==> config.mk <==
export PLATFORM = sky130hd
export DESIGN_NAME = load_store_unit
export DESIGN_NICKNAME = d
export VERILOG_FILES = /design/src/rtl/load_store_unit.sv
export SDC_FILE = /design/constraint.sdc
export NUM_CORES = 1
export LEC_CHECK = 0
export CORE_ASPECT_RATIO = 0.6
export CORE_MARGIN = 10
export CORE_UTILIZATION = 40
export CTS_CLUSTER_SIZE = 12
export DETAILED_ROUTE_END_ITERATION = 7
export HOLD_SLACK_MARGIN = 0.08
export MAX_ROUTING_LAYER = met4
export PLACE_DENSITY = 0.8
export RECOVER_POWER = 100
export SLEW_MARGIN = 20
export SYNTH_ARGS = -nofsm -noshare
export SYNTH_HDL_FRONTEND = slang
export SYNTH_SLANG_ARGS = --single-unit
==> constraint.sdc <==
create_clock -name clk -period 4.92 [get_ports clk]
set_input_delay 0.738 -clock clk [delete_from_list [all_inputs] [get_ports clk]]
set_output_delay 0.738 -clock clk [all_outputs]
set_load 0.03 [all_outputs]
==> src/rtl/load_store_unit.sv <==
// Load/store unit: accepts one memory op from execute, checks alignment and
// address range, issues a single-cycle data-memory request and returns the
// load data / store completion (or a RISC-V exception cause) to writeback.

package lsu_pkg;
  typedef enum logic [1:0] {
    BYTE      = 2'b00,
    HALF_WORD = 2'b01,
    WORD      = 2'b10
  } mem_size_t;
endpackage

module load_store_unit
  import lsu_pkg::*;
#(
  parameter int unsigned ADDR_WIDTH  = 16,
  parameter int unsigned CAUSE_WIDTH = 4
) (
  input  logic                   clk,
  input  logic                   rst,
  input  logic                   ex_valid,
  output logic                   ex_ready,
  input  logic                   ex_is_store,
  input  mem_size_t              ex_size,
  input  logic                   ex_unsigned,
  input  logic [31:0]            ex_addr,
  input  logic [31:0]            ex_wdata,
  input  logic [4:0]             ex_rd,
  output logic                   dmem_req,
  output logic                   dmem_wr_en,
  output mem_size_t              dmem_data_size,
  output logic [31:0]            dmem_addr,
  output logic [31:0]            dmem_wr_data,
  output logic                   dmem_zero_extend,
  input  logic [31:0]            dmem_rd_data,
  output logic                   wb_valid,
  input  logic                   wb_ready,
  output logic                   wb_is_load,
  output logic [4:0]             wb_rd,
  output logic [31:0]            wb_data,
  output logic                   exc_valid,
  output logic [CAUSE_WIDTH-1:0] exc_cause,
  output logic [31:0]            exc_addr
);

  typedef enum logic [1:0] {
    IDLE,
    ACCESS,
    RESP,
    FAULT
  } state_t;

  localparam logic [CAUSE_WIDTH-1:0] CAUSE_LOAD_MISALIGNED  = CAUSE_WIDTH'(4);
  localparam logic [CAUSE_WIDTH-1:0] CAUSE_LOAD_FAULT       = CAUSE_WIDTH'(5);
  localparam logic [CAUSE_WIDTH-1:0] CAUSE_STORE_MISALIGNED = CAUSE_WIDTH'(6);
  localparam logic [CAUSE_WIDTH-1:0] CAUSE_STORE_FAULT      = CAUSE_WIDTH'(7);

  state_t                 state;
  logic                   is_store_q;
  mem_size_t              size_q;
  logic                   unsigned_q;
  logic [31:0]            addr_q;
  logic [31:0]            wdata_q;
  logic [4:0]             rd_q;
  logic [CAUSE_WIDTH-1:0] cause_q;

  logic                   misaligned;
  logic                   out_of_range;
  logic [CAUSE_WIDTH-1:0] fault_cause;
  logic                   in_access;
  logic                   in_fault;

  // Alignment and range checks on the incoming op; misalignment wins.
  always_comb begin
    misaligned   = 1'b0;
    out_of_range = 1'b0;
    case (ex_size)
      BYTE:      misaligned = 1'b0;
      HALF_WORD: misaligned = ex_addr[0];
      WORD:      misaligned = |ex_addr[1:0];
      default:   out_of_range = 1'b1;
    endcase
    // Shift form stays legal when ADDR_WIDTH covers the full 32 bits.
    if ((ex_addr >> ADDR_WIDTH) != '0) out_of_range = 1'b1;
    if (misaligned)
      fault_cause = ex_is_store ? CAUSE_STORE_MISALIGNED : CAUSE_LOAD_MISALIGNED;
    else
      fault_cause = ex_is_store ? CAUSE_STORE_FAULT : CAUSE_LOAD_FAULT;
  end

  assign in_access = (state == ACCESS);
  assign in_fault  = (state == FAULT);

  // Memory request and exception outputs are decoded from the state register
  // and captured op, so an asynchronous reset drops them immediately.
  assign ex_ready         = (state == IDLE) && !rst;
  assign dmem_req         = in_access;
  assign dmem_wr_en       = in_access && is_store_q;
  assign dmem_data_size   = in_access ? size_q : BYTE;
  assign dmem_addr        = in_access ? addr_q : '0;
  assign dmem_wr_data     = in_access ? wdata_q : '0;
  assign dmem_zero_extend = in_access && unsigned_q;
  assign exc_valid        = in_fault;
  assign exc_cause        = in_fault ? cause_q : '0;
  assign exc_addr         = in_fault ? addr_q : '0;

  // Control FSM: capture op, one access cycle, then hold the completion.
  always_ff @(posedge clk or posedge rst) begin
    if (rst) begin
      state      <= IDLE;
      is_store_q <= 1'b0;
      size_q     <= BYTE;
      unsigned_q <= 1'b0;
      addr_q     <= '0;
      wdata_q    <= '0;
      rd_q       <= '0;
      cause_q    <= '0;
      wb_valid   <= 1'b0;
      wb_is_load <= 1'b0;
      wb_rd      <= '0;
      wb_data    <= '0;
    end else begin
      case (state)
        IDLE: begin
          if (ex_valid && ex_ready) begin
            is_store_q <= ex_is_store;
            size_q     <= ex_size;
            unsigned_q <= ex_unsigned;
            addr_q     <= ex_addr;
            wdata_q    <= ex_wdata;
            rd_q       <= ex_rd;
            cause_q    <= fault_cause;
            state      <= (misaligned || out_of_range) ? FAULT : ACCESS;
          end
        end
        ACCESS: begin
          wb_valid   <= 1'b1;
          wb_is_load <= !is_store_q;
          wb_rd      <= rd_q;
          wb_data    <= is_store_q ? '0 : dmem_rd_data;
          state      <= RESP;
        end
        RESP: begin
          if (wb_ready) begin
            wb_valid   <= 1'b0;
            wb_is_load <= 1'b0;
            wb_rd      <= '0;
            wb_data    <= '0;
            state      <= IDLE;
          end
        end
        FAULT: begin
          if (wb_ready) state <= IDLE;
        end
        default: state <= IDLE;
      endcase
    end
  end

endmodule

### Yosys cells after proc, flatten, opt, wreduce, memory -nomap -nowiden

Cells that the tools add are included.

* output and inout port bits: 146
* bits of input ports: 109
* flip-flop bits (word level): 118

* reduce and logical (&&, ||, !) cells: 17
* muxes and demuxes: 23
* equality and inequality tests: 8

Operators by type and width (count)
* 2-to-1 mux 32 bit: 5
* one-hot mux 32 bit (2 select lines): 1
* nonzero test 32 bit: 1
* 2-to-1 mux 2 bit: 7
* one-hot mux 5 bit (2 select lines): 1
* == test 2 bit, second input constant: 3
* one-hot mux 1 bit (2 select lines): 3
* one-hot mux 2 bit (3 select lines): 1
* AND reduction 2 bit: 3
* 2-to-1 mux 5 bit: 1
* == test 2 x 1 -> 1 bit, second input constant: 2
* logical AND 1 bit: 4
* zero test 2 bit: 2
* 2-to-1 mux 4 bit: 1
* != test 2 x 1 -> 1 bit, second input constant: 2
* OR reduction 2 bit: 2
* 2-to-1 mux 1 bit: 3
* OR reduction 3 bit: 1
* zero test 1 bit: 2
* != test 2 bit, second input constant: 1
* nonzero test 2 bit: 1
* logical OR 1 bit: 1

### Logic depth before layout (Yosys ltp)

* depth after elaboration: 8
* mapped depth: 5

### Worst setup path after synthesis

OpenSTA, ideal clock, no wires.

* path type: register to output
* start: register state[0]
* end: output port ex_ready
* arrival: 1501 ps
* slack: 2681 ps
* cell stages (with the launch flop): 4
* cell sequence: dfrtp_1 -> clkbuf_1 -> clkbuf_1 -> nor3_1

* longest elaborated chain between the ends: 2

RTL lines
* start, declared: RTL line 58 `state_t state;`
* start signal, assigned: RTL line 133 `state <= (misaligned || out_of_range) ? FAULT : ACCESS;`
* zero test 2 bit: RTL line 96 `assign ex_ready = (state == IDLE) && !rst;`
* logical AND 1 bit: RTL line 96
* end, declared: RTL line 22 `output logic ex_ready,`

No other way between the ends.

### Final worst setup path

* start: register state[1]
* end: output port exc_addr[16]

* longest elaborated chain between the ends: 2

RTL lines
* == test 2 bit: RTL line 92 `assign in_fault = (state == FAULT);`
* 2-to-1 mux 32 bit: RTL line 105 `assign exc_addr = in_fault ? addr_q : '0;`
* end, declared: RTL line 43 `output logic [31:0] exc_addr`

No other way between the ends.

==> summary.txt <==
Timing
  – Clock period minus worst slack: 3.67 ns
  – Unrepaired setup endpoints after global routing: no
  – Worst Tran Pin Value: 2.34 ns
  – Final hold vios: 0
  – Slew headroom: -56.2%
  – Setup Viol. Count Final: 0
  – TNS Setup: 0 ns
  – Final period utilization: 74.5%
  – Post-Route Skew: 0.0142 ns
  – FMAX: 273 MHz
  – Fin. max-slew vios: 203

Synthesis
  – Async set-reset flop share out of synthesis: 100%
  – Post-synth EDFFs: 0
  – Number of library cell types mapped by synthesis: 26
  – Mapped Cells: 396
  – Area contributors post-synth: dfrtp_1 57%, mux2_2 16%, and2_1 8.5%
  – Syn Std Cell Area: 0.00507 mm²
  – Synthesized Nets: 508
  – Synthesized area per cell: 12.8 µm²
  – Synth Flop Type: dfrtp_1
  – Area share of the largest cell type after synthesis: 57.2%
  – Register area share after synthesis: 57.2%
  – YS warnings: 0
  – Synth Register Bits: 116
  – Area leader, netlist: dfrtp_1

Clock tree
  – TritonCTS Buffers: 17
  – Deepest clock path buffer count: 2
  – Number of post-CTS setup repair buffers: 0
  – Latest clock arrival within the worst-skew pair: 0.40 ns
  – CTS resizes: 0
  – Clk slew on worst S/H paths: 0.05 ns
  – CTS tree: yes
  – H-tree level count: 4
  – CTS Root Cell: clkbuf_16
  – Clk sinks: 116
  – Cts hold-fix bufs: 0

Power
  – Peak supply drop: 291 µV
  – Final Power: 4.55 mW
  – Static Leak: 4.04 nW
  – PwrDens: 552 mW/mm²

Place
  – Input/output buffers: 253
  – DP HPWL: 12600 µm
  – Placed Area: 0.00772 mm²
  – RD Place Congestion: 0.779

Die
  – Die Area: 0.0177 mm²
  – IO Pins: 255
  – Cell Rows: 31
  – Initial Util: 41.5%
  – Die H: 107 µm
  – Core Area: 0.0122 mm²
  – Die W: 165 µm

Final layout
  – Design Area, Final: 0.00823 mm²
  – FILL cells: 903
  – Area growth from synthesis to layout: 62.3%
  – Layout cell share with drive strength beyond 1: 16.2%
  – Multi-input logic area: 0.00199 mm²
  – Core Util, Final: 67.4%
  – Final #Nets: 755
  – Sequential Area: 0.00290 mm²
  – Inserted Diodes: 0

Setup path
  – Crit Path Max Fanout: 42
  – Crit path from: state[1]
  – Worst R2R Start: state[1]
  – Worst r2r dst: wdata_q[30]
  – Reg2reg path depth: 4
  – Startpoint types: flip-flop
  – CP Cell Sequence: clkbuf_1 -> and3_1 -> dlygate4sd3_1
  – Setup crit end kind: primary output
  – Crit path depth: 3
  – Buf/Inv on CP: 2
  – Critical path destination: exc_addr[16]
  – Top delay family on crit path: buffers and inverters
  – CP Class: reg2out
  – CP Data Required Time: 4.18 ns
  – Slowest Stage Delay on Critical Path: 1.12 ns
  – CP arrival: 2.93 ns
  – Register-to-register setup slack: 1.37 ns
  – Critical path's slowest cell: clkbuf_1

Outcome
  – Outcome: finished, violations left
  – Failing checks: max-capacitance violations, max-slew violations

Global route
  – Initial antenna violation count: 0
  – First-pass GRT wire length: 25900 µm
  – Largest net degree at the start of global routing: 79
  – Global-route usage over all layers: 19.4%
  – Congestion Overflow GR: 0
  – Vias in the first global route: 4533

Routing
  – Remaining DRCs: 0
  – First-pass DRT Iterations: 4
  – Detail Route Antenna Nets: 0
  – Iter 0 DRT Violations: 280
  – DR vias/cell: 4.95
  – Routed WL: 16900 µm
  – Via count: 4061
  – DR WL/cell: 20.6 µm

Worst hold path
  – Hold Crit Depth: 1
  – Worst Hold Class: reg2reg

Job
  – Number of max-cap violations: 4
-- cell usage after synthesis, drive strengths merged (2+ instances only) --
master,number
a21o,2
dfrtp,116
o21a,2
ha,3
nand2,2
mux2,73
a21oi,4
inv,6
nor4,3
nor2,2
clkbuf,20
a22o,37
and2,69
buf,12
and3,35
-- worst min-delay path by stage --
stage	startpoint	to	slack (ns)
floorplan	cause_q[2]	cause_q[2]	0.43
global placement	cause_q[2]	cause_q[2]	0.45
detailed placement	cause_q[2]	cause_q[2]	0.45
CTS	cause_q[2]	cause_q[2]	0.46
global route	cause_q[2]	cause_q[2]	0.49
finish	cause_q[2]	cause_q[2]	0.45
-- area by class of cell --
cell class / instances / share of cell area, %
inverters: 6 / 0.289
clock inverters: 5 / 0.608
clock buffers: 26 / 5.94
flip-flops and latches: 116 / 35.3
repair buffers: 260 / 31.2
well taps: 165 / 2.51
multi-input cells: 242 / 24.2
-- metrics by stage --
step | setup WS [ns] | hold slack (ns) | std cells
global placement | 1.95 | 0.447 | 789
global route | 0.761 | 0.491 | 820
detailed placement | 1.90 | 0.448 | 789
CTS | 1.48 | 0.461 | 820
floorplan | 1.11 | 0.432 | 396
finish | 1.25 | 0.455 | 820
-- where the power goes --
part,internal (mW),total [mW],switching (mW)
Combinational,0.803,1.77,0.967
Sequential,1.39,1.65,0.259
Clock,0.728,1.13,0.400
Total,2.92,4.55,1.63
-- routing by layer --
layer / vias up / part of all wire (%) / track usage (%)
met2: 171 / 48 / 31.2
met5: - / 0 / -
met4: 0 / 1.2 / 6.12
met1: 1986 / 40 / 21.6
li1: 1885 / - / -
met3: 19 / 11 / 8.10
-- kinds of logic after synthesis --
logic type / Yosys count / share of synthesized area [%]
AND/OR/NAND/NOR: 117 / 14.6
flip-flops: 116 / 57.2
multiplexers: 73 / 16.2
AO/OA/AOI/OAI: 48 / 7.89
buffers and inverters: 38 / 3.31
adder cells (fa/ha/maj): 3 / 0.740
other: 1 / 0.0739
-- registers in the layout, indices dropped and copies added, names as in the netlist --
signal and count:
cause_q 3, wb_data 32, wdata_q 32, rd_q 5, size_q 2, state 2
wb_valid 1, unsigned_q 1, wb_rd 5, wb_is_load 1, addr_q 32
-- cells in the final DEF (no fill, tap or decap), types with 4 or more instances in the layout --
cell / instances
a21oi_1: 4
a22o_1: 37
and2_1: 69
and3_1: 35
clkbuf_1: 9
clkbuf_16: 17
clkdlybuf4s50_1: 108
clkinv_2: 4
dfrtp_1: 116
dlygate4sd3_1: 145
inv_1: 4
mux2_2: 73
No activity file was read; power rests on OpenSTA's default activity.
